### config.mk
export PLATFORM = sky130hd
export DESIGN_NAME = branch_predict_resolve_flat
export DESIGN_NICKNAME = d
export VERILOG_FILES = /design/src/rtl/branch_predict_resolve_pkg.sv /design/src/rtl/branch_predict_resolve_if.sv /design/src/rtl/branch_predict_resolve_bht.sv /design/src/rtl/branch_predict_resolve.sv /design/src/flat_wrapper.sv
export SDC_FILE = /design/constraint.sdc
export NUM_CORES = 1
export LEC_CHECK = 0
export BUFFER_PORTS_ARGS = -buffer_cell sky130_fd_sc_hd__buf_2
export CAP_MARGIN = 20
export CORE_MARGIN = 2
export CORE_UTILIZATION = 57
export DETAILED_ROUTE_END_ITERATION = 10
export GPL_TIMING_DRIVEN = 1
export HOLD_SLACK_MARGIN = 0.05
export PLACE_DENSITY = 0.81
export SLEW_MARGIN = 20
export SYNTH_ARGS = -nofsm -noshare
export SYNTH_HDL_FRONTEND = slang
export SYNTH_HIERARCHICAL = 1
export SYNTH_SLANG_ARGS = --single-unit
### constraint.sdc
create_clock -name clk -period 3.3 [get_ports clk]
set_clock_uncertainty 0.1 [all_clocks]
set_input_delay 0.33 -clock clk [delete_from_list [all_inputs] [get_ports clk]]
set_output_delay 0.33 -clock clk [all_outputs]
set_load 0.01 [all_outputs]
### src/rtl/branch_predict_resolve_pkg.sv
// Shared branch definitions: funct3 codes, counter encodings, saturating step.
package branch_predict_resolve_pkg;

  localparam logic [2:0] F3_BEQ  = 3'b000;
  localparam logic [2:0] F3_BNE  = 3'b001;
  localparam logic [2:0] F3_BLT  = 3'b100;
  localparam logic [2:0] F3_BGE  = 3'b101;
  localparam logic [2:0] F3_BLTU = 3'b110;
  localparam logic [2:0] F3_BGEU = 3'b111;

  typedef enum logic [1:0] {
    SNT = 2'b00,
    WNT = 2'b01,
    WT  = 2'b10,
    ST  = 2'b11
  } ctr_e;

  // Saturating 2-bit step; never wraps between ST and SNT.
  function automatic ctr_e ctrNext(input ctr_e c, input logic taken);
    if (taken) return (c == ST)  ? ST  : ctr_e'(c + 2'd1);
    else       return (c == SNT) ? SNT : ctr_e'(c - 2'd1);
  endfunction

endpackage

### src/rtl/branch_predict_resolve_if.sv
// Fetch-lookup, execute-resolve and comparator signals of the branch resolver.
interface branch_predict_resolve_if;
  logic [31:0] fetch_pc;
  logic        fetch_pred_taken;
  logic        ex_valid;
  logic [31:0] ex_pc;
  logic [2:0]  ex_funct3;
  logic        ex_pred_taken;
  logic [31:0] ex_target;
  logic        BrUn;
  logic        BrEq;
  logic        BrLT;
  logic        ex_taken;
  logic        mispredict;
  logic [31:0] redirect_pc;
  logic [31:0] br_count;
  logic [31:0] mp_count;

  modport master (
    output fetch_pc, ex_valid, ex_pc, ex_funct3, ex_pred_taken, ex_target, BrEq, BrLT,
    input  fetch_pred_taken, BrUn, ex_taken, mispredict, redirect_pc, br_count, mp_count
  );

  modport slave (
    input  fetch_pc, ex_valid, ex_pc, ex_funct3, ex_pred_taken, ex_target, BrEq, BrLT,
    output fetch_pred_taken, BrUn, ex_taken, mispredict, redirect_pc, br_count, mp_count
  );
endinterface

### src/rtl/branch_predict_resolve_bht.sv
// Direct-mapped table of 2-bit saturating counters, async read, sync update.
module bht_table
  import branch_predict_resolve_pkg::*;
#(
  parameter int ENTRIES  = 64,
  parameter int IDX_BITS = 6
) (
  input  logic                clk,
  input  logic                rst,
  input  logic [IDX_BITS-1:0] rdIdx,
  output ctr_e                rdCtr,
  input  logic                updEn,
  input  logic [IDX_BITS-1:0] updIdx,
  input  logic                updTaken
);

  ctr_e tbl [ENTRIES];

  // Reset has priority so a branch resolving under reset leaves no trace.
  always_ff @(posedge clk) begin
    if (rst) begin
      for (int i = 0; i < ENTRIES; i++) tbl[i] <= WNT;
    end else if (updEn) begin
      tbl[updIdx] <= ctrNext(tbl[updIdx], updTaken);
    end
  end

  assign rdCtr = tbl[rdIdx];

endmodule

### src/rtl/branch_predict_resolve.sv
// Execute-stage branch resolution, mispredict/redirect, BHT training and stats.
module branch_predict_resolve
  import branch_predict_resolve_pkg::*;
#(
  parameter int BHT_ENTRIES = 64,
  parameter int IDX_BITS    = 6
) (
  input logic clk,
  input logic rst,
  branch_predict_resolve_if.slave bus
);

  logic        dirTaken;
  logic        f3Valid;
  logic        resolve;
  logic        exTaken;
  logic        mispred;
  ctr_e        predCtr;
  logic [31:0] brCnt;
  logic [31:0] mpCnt;

  always_comb begin
    dirTaken = 1'b0;
    f3Valid  = 1'b1;
    unique case (bus.ex_funct3)
      F3_BEQ:  dirTaken = bus.BrEq;
      F3_BNE:  dirTaken = !bus.BrEq;
      F3_BLT:  dirTaken = bus.BrLT;
      F3_BGE:  dirTaken = !bus.BrLT;
      F3_BLTU: dirTaken = bus.BrLT;
      F3_BGEU: dirTaken = !bus.BrLT;
      default: f3Valid  = 1'b0;
    endcase
  end

  assign resolve = bus.ex_valid & f3Valid;
  assign exTaken = resolve & dirTaken;
  assign mispred = resolve & (exTaken != bus.ex_pred_taken);

  assign bus.BrUn        = bus.ex_funct3[1];
  assign bus.ex_taken    = exTaken;
  assign bus.mispredict  = mispred;
  assign bus.redirect_pc = exTaken ? bus.ex_target : bus.ex_pc + 32'd4;

  bht_table #(.ENTRIES(BHT_ENTRIES), .IDX_BITS(IDX_BITS)) u_bht (
    .clk      (clk),
    .rst      (rst),
    .rdIdx    (bus.fetch_pc[IDX_BITS+1:2]),
    .rdCtr    (predCtr),
    .updEn    (resolve),
    .updIdx   (bus.ex_pc[IDX_BITS+1:2]),
    .updTaken (exTaken)
  );

  assign bus.fetch_pred_taken = predCtr[1];

  always_ff @(posedge clk) begin
    if (rst) begin
      brCnt <= '0;
      mpCnt <= '0;
    end else begin
      if (resolve) brCnt <= brCnt + 32'd1;
      if (mispred) mpCnt <= mpCnt + 32'd1;
    end
  end

  assign bus.br_count = brCnt;
  assign bus.mp_count = mpCnt;

  logic unusedBits;
  assign unusedBits = ^{bus.fetch_pc[31:IDX_BITS+2], bus.fetch_pc[1:0], predCtr[0]};

endmodule

### src/flat_wrapper.sv
// flat-port wrapper written by rule: the top's interface ports become plain ports
module branch_predict_resolve_flat import branch_predict_resolve_pkg::*;
#(
  parameter int BHT_ENTRIES = 64,
  parameter int IDX_BITS    = 6
)
  (clk, rst, bus_fetch_pc, bus_ex_valid, bus_ex_pc, bus_ex_funct3, bus_ex_pred_taken, bus_ex_target, bus_BrEq, bus_BrLT, bus_fetch_pred_taken, bus_BrUn, bus_ex_taken, bus_mispredict, bus_redirect_pc, bus_br_count, bus_mp_count);
  branch_predict_resolve_if bus_i ();
  input logic clk;
  input logic rst;
  input wire logic [$bits(bus_i.fetch_pc)-1:0] bus_fetch_pc;
  input wire logic [$bits(bus_i.ex_valid)-1:0] bus_ex_valid;
  input wire logic [$bits(bus_i.ex_pc)-1:0] bus_ex_pc;
  input wire logic [$bits(bus_i.ex_funct3)-1:0] bus_ex_funct3;
  input wire logic [$bits(bus_i.ex_pred_taken)-1:0] bus_ex_pred_taken;
  input wire logic [$bits(bus_i.ex_target)-1:0] bus_ex_target;
  input wire logic [$bits(bus_i.BrEq)-1:0] bus_BrEq;
  input wire logic [$bits(bus_i.BrLT)-1:0] bus_BrLT;
  output wire logic [$bits(bus_i.fetch_pred_taken)-1:0] bus_fetch_pred_taken;
  output wire logic [$bits(bus_i.BrUn)-1:0] bus_BrUn;
  output wire logic [$bits(bus_i.ex_taken)-1:0] bus_ex_taken;
  output wire logic [$bits(bus_i.mispredict)-1:0] bus_mispredict;
  output wire logic [$bits(bus_i.redirect_pc)-1:0] bus_redirect_pc;
  output wire logic [$bits(bus_i.br_count)-1:0] bus_br_count;
  output wire logic [$bits(bus_i.mp_count)-1:0] bus_mp_count;
  assign bus_i.fetch_pc = bus_fetch_pc;
  assign bus_i.ex_valid = bus_ex_valid;
  assign bus_i.ex_pc = bus_ex_pc;
  assign bus_i.ex_funct3 = bus_ex_funct3;
  assign bus_i.ex_pred_taken = bus_ex_pred_taken;
  assign bus_i.ex_target = bus_ex_target;
  assign bus_i.BrEq = bus_BrEq;
  assign bus_i.BrLT = bus_BrLT;
  assign bus_fetch_pred_taken = bus_i.fetch_pred_taken;
  assign bus_BrUn = bus_i.BrUn;
  assign bus_ex_taken = bus_i.ex_taken;
  assign bus_mispredict = bus_i.mispredict;
  assign bus_redirect_pc = bus_i.redirect_pc;
  assign bus_br_count = bus_i.br_count;
  assign bus_mp_count = bus_i.mp_count;
  branch_predict_resolve #(.BHT_ENTRIES(BHT_ENTRIES), .IDX_BITS(IDX_BITS)) u_core (.clk(clk), .rst(rst), .bus(bus_i));
endmodule
==> impl_results.md <==
- GRT Residual Overflow: 0
- I/O Buffers: 178
- Post-CTS Setup Bufs: 0
- # IOs: 205
- Final Max Slew Viols: 0
- Setup violations, final: 0
- Layout cells sized above 1: 25.4%
- Die extent in x: 143 um
- DP Wirelength: 22.3 mm
- Area of the multi-input gates: 5360 um^2
- Setup TNS: 0 ns
- Die Span Y: 143 um
- Cts hold-fix bufs: 0
- Maximum clock frequency: 342 MHz
- Max Cap Viol: 0
- CTS Buf Count: 17
- WHS Endpoint: u_core/bus.br_count[5]
- Routed len/inst: 20.2 um
- P&R area growth vs syn: 16.7%
- Avg Inst Size Synth: 9.79 um^2
- Clock tree buffer depth: 2
- Peak VDD IR: 0.390 mV
- Hold Crit Class: input port to flop
- Outcome: finished clean
- Vias per inst: 6.31
- Ys Warns: 6
- CTS tree: built
- Most common cell after layout, fill and taps aside: buf_2
- Post-layout nets: 1395
- Mapped Area: 11100 um^2
- Actual slew at the worst max-slew pin: 0.964 ns
- Critical path type: input port to primary output
- Initial core utilization: 58.6%
- Post-DRT Antenna Nets: 0
- Core Area: 18900 um^2
- Post_cts resized: 0
- Power Total: 5560 uW
- Most frequent cells in the layout: buf_2 (178), edfxtp_1 (128), nand2_1 (119), nor2_1 (117), nand3_1 (82)
- WP data required: 2.87 ns
- Num rows: 50
- Min-Delay Startpoint: bus_ex_valid
- Drt first pass iters: 6
- Register area: 5120 um^2
- Minimum clock period: 2.93 ns
- Residual DRC: 0
- LEAKAGE: 0.00472 uW
- Die area: 20600 um^2
- Vias in the first global route: 9080
- Syn_nets: 1239
- Crit. Startpoint: bus_fetch_pc[2]
- CP endpoint kind: primary output
- RSZ-0062 raised after global routing: false
- Slew HR: 35.5%
- Non-filler instance count after layout: 1560
- Crit share post-route: 88.7%
- Cell count after placement: 1528
- CTS sink cnt: 192
- CTS root buf: clkbuf_16
- Crit path max fanout: 14
- # diodes: 0
- Fillers: 1457
- Via Count: 9842
- H-tree depth: 4
- PwrDens: 430 nW/um^2
- Skew-Pair Late Insertion Delay: 0.44 ns
- GRT Resource Usage Total: 30.3%
- Mapped Cells: 1131
- Crit path launch type: input port
- Reg2reg start: u_core/u_bht/tbl[63][1]
- Initial antenna violation count: 0
- Hold Crit Depth: 4
- Final GP Congestion: 0.943
- First-pass GRT wire length: 48.1 mm
- Reg-to-reg setup timing slack: 0.57 ns
- Arr. time, crit path: 2.50 ns
- Final WL: 31.6 mm
- CTS clk-pin slew, worst paths: 0.07 ns
- R2R depth: 8
- Critical R2R Capture: u_core/u_bht/tbl[61][0]
- DRT iter0 DRCs: 1239
- Largest net degree at the start of global routing: 69
- Final hold violation count: 0
how the worst max path moves through the flow:
stage	to	cells past startpoint	slack [ns]
2_1_floorplan	u_core/u_bht/tbl[57][1]	12	0.68
3_3_place_gp	u_core/u_bht/tbl[6][1]	9	0.25
3_5_place_dp	u_core/u_bht/tbl[17][1]	11	0.17
4_1_cts	bus_fetch_pred_taken	7	0.38
5_1_grt	bus_fetch_pred_taken	7	0.28
6_report	bus_fetch_pred_taken	7	0.37
power by group:
part	internal (uW)	switching (uW)	leakage (uW)	total (uW)
clock	1140	970	0.000302	2110
combinational	316	494	0.00270	810
sequential	2610	30.4	0.00172	2640
stage by stage:
step | instance area [um^2] | hold slack, ns | worst slack (ns) | utilization, %
after floorplan | 11100 | 0.396 | 0.675 | -
after global placement | 12300 | 0.377 | 0.255 | 65.2
after detailed placement | 12300 | 0.395 | 0.173 | 65.2
after CTS | 12900 | 0.278 | 0.377 | 68.4
after global routing | 12900 | 0.300 | 0.276 | 68.4
final | 12900 | 0.295 | 0.374 | 68.4
sequential cells by signal (all words and copies together) (netlist names):
name and cells:
u_core/u_bht/tbl 128, u_core/bus.br_count 32, u_core/bus.mp_count 32
area by class of cell:
class	instances	share of cell area, %
Multi-Input combinational cell	826	41.5
Inverter	11	0.319
Clock inverter	13	1.06
Timing Repair Buffer	239	11.4
Clock buffer	19	3.59
Tap cell	260	2.52
Sequential cell	192	39.6
per-layer routing:
metal  share of wire, %  up-vias  track usage [%]
met5                  0        -                0
met4                3.7        0             12.8
met3                 10       96             7.33
met2                 48      624             48.6
met1                 38     4668             39.4
li1                   -     4454                -
worst max-delay path: stages:
cell and delay (ns):
buf_2 0.47, mux4_2 0.61, mux4_2 0.50, nor2b_1 0.15
a211oi_1 0.22, a21oi_1 0.07, buf_2 0.14
Power figures use the tool's default switching activity.
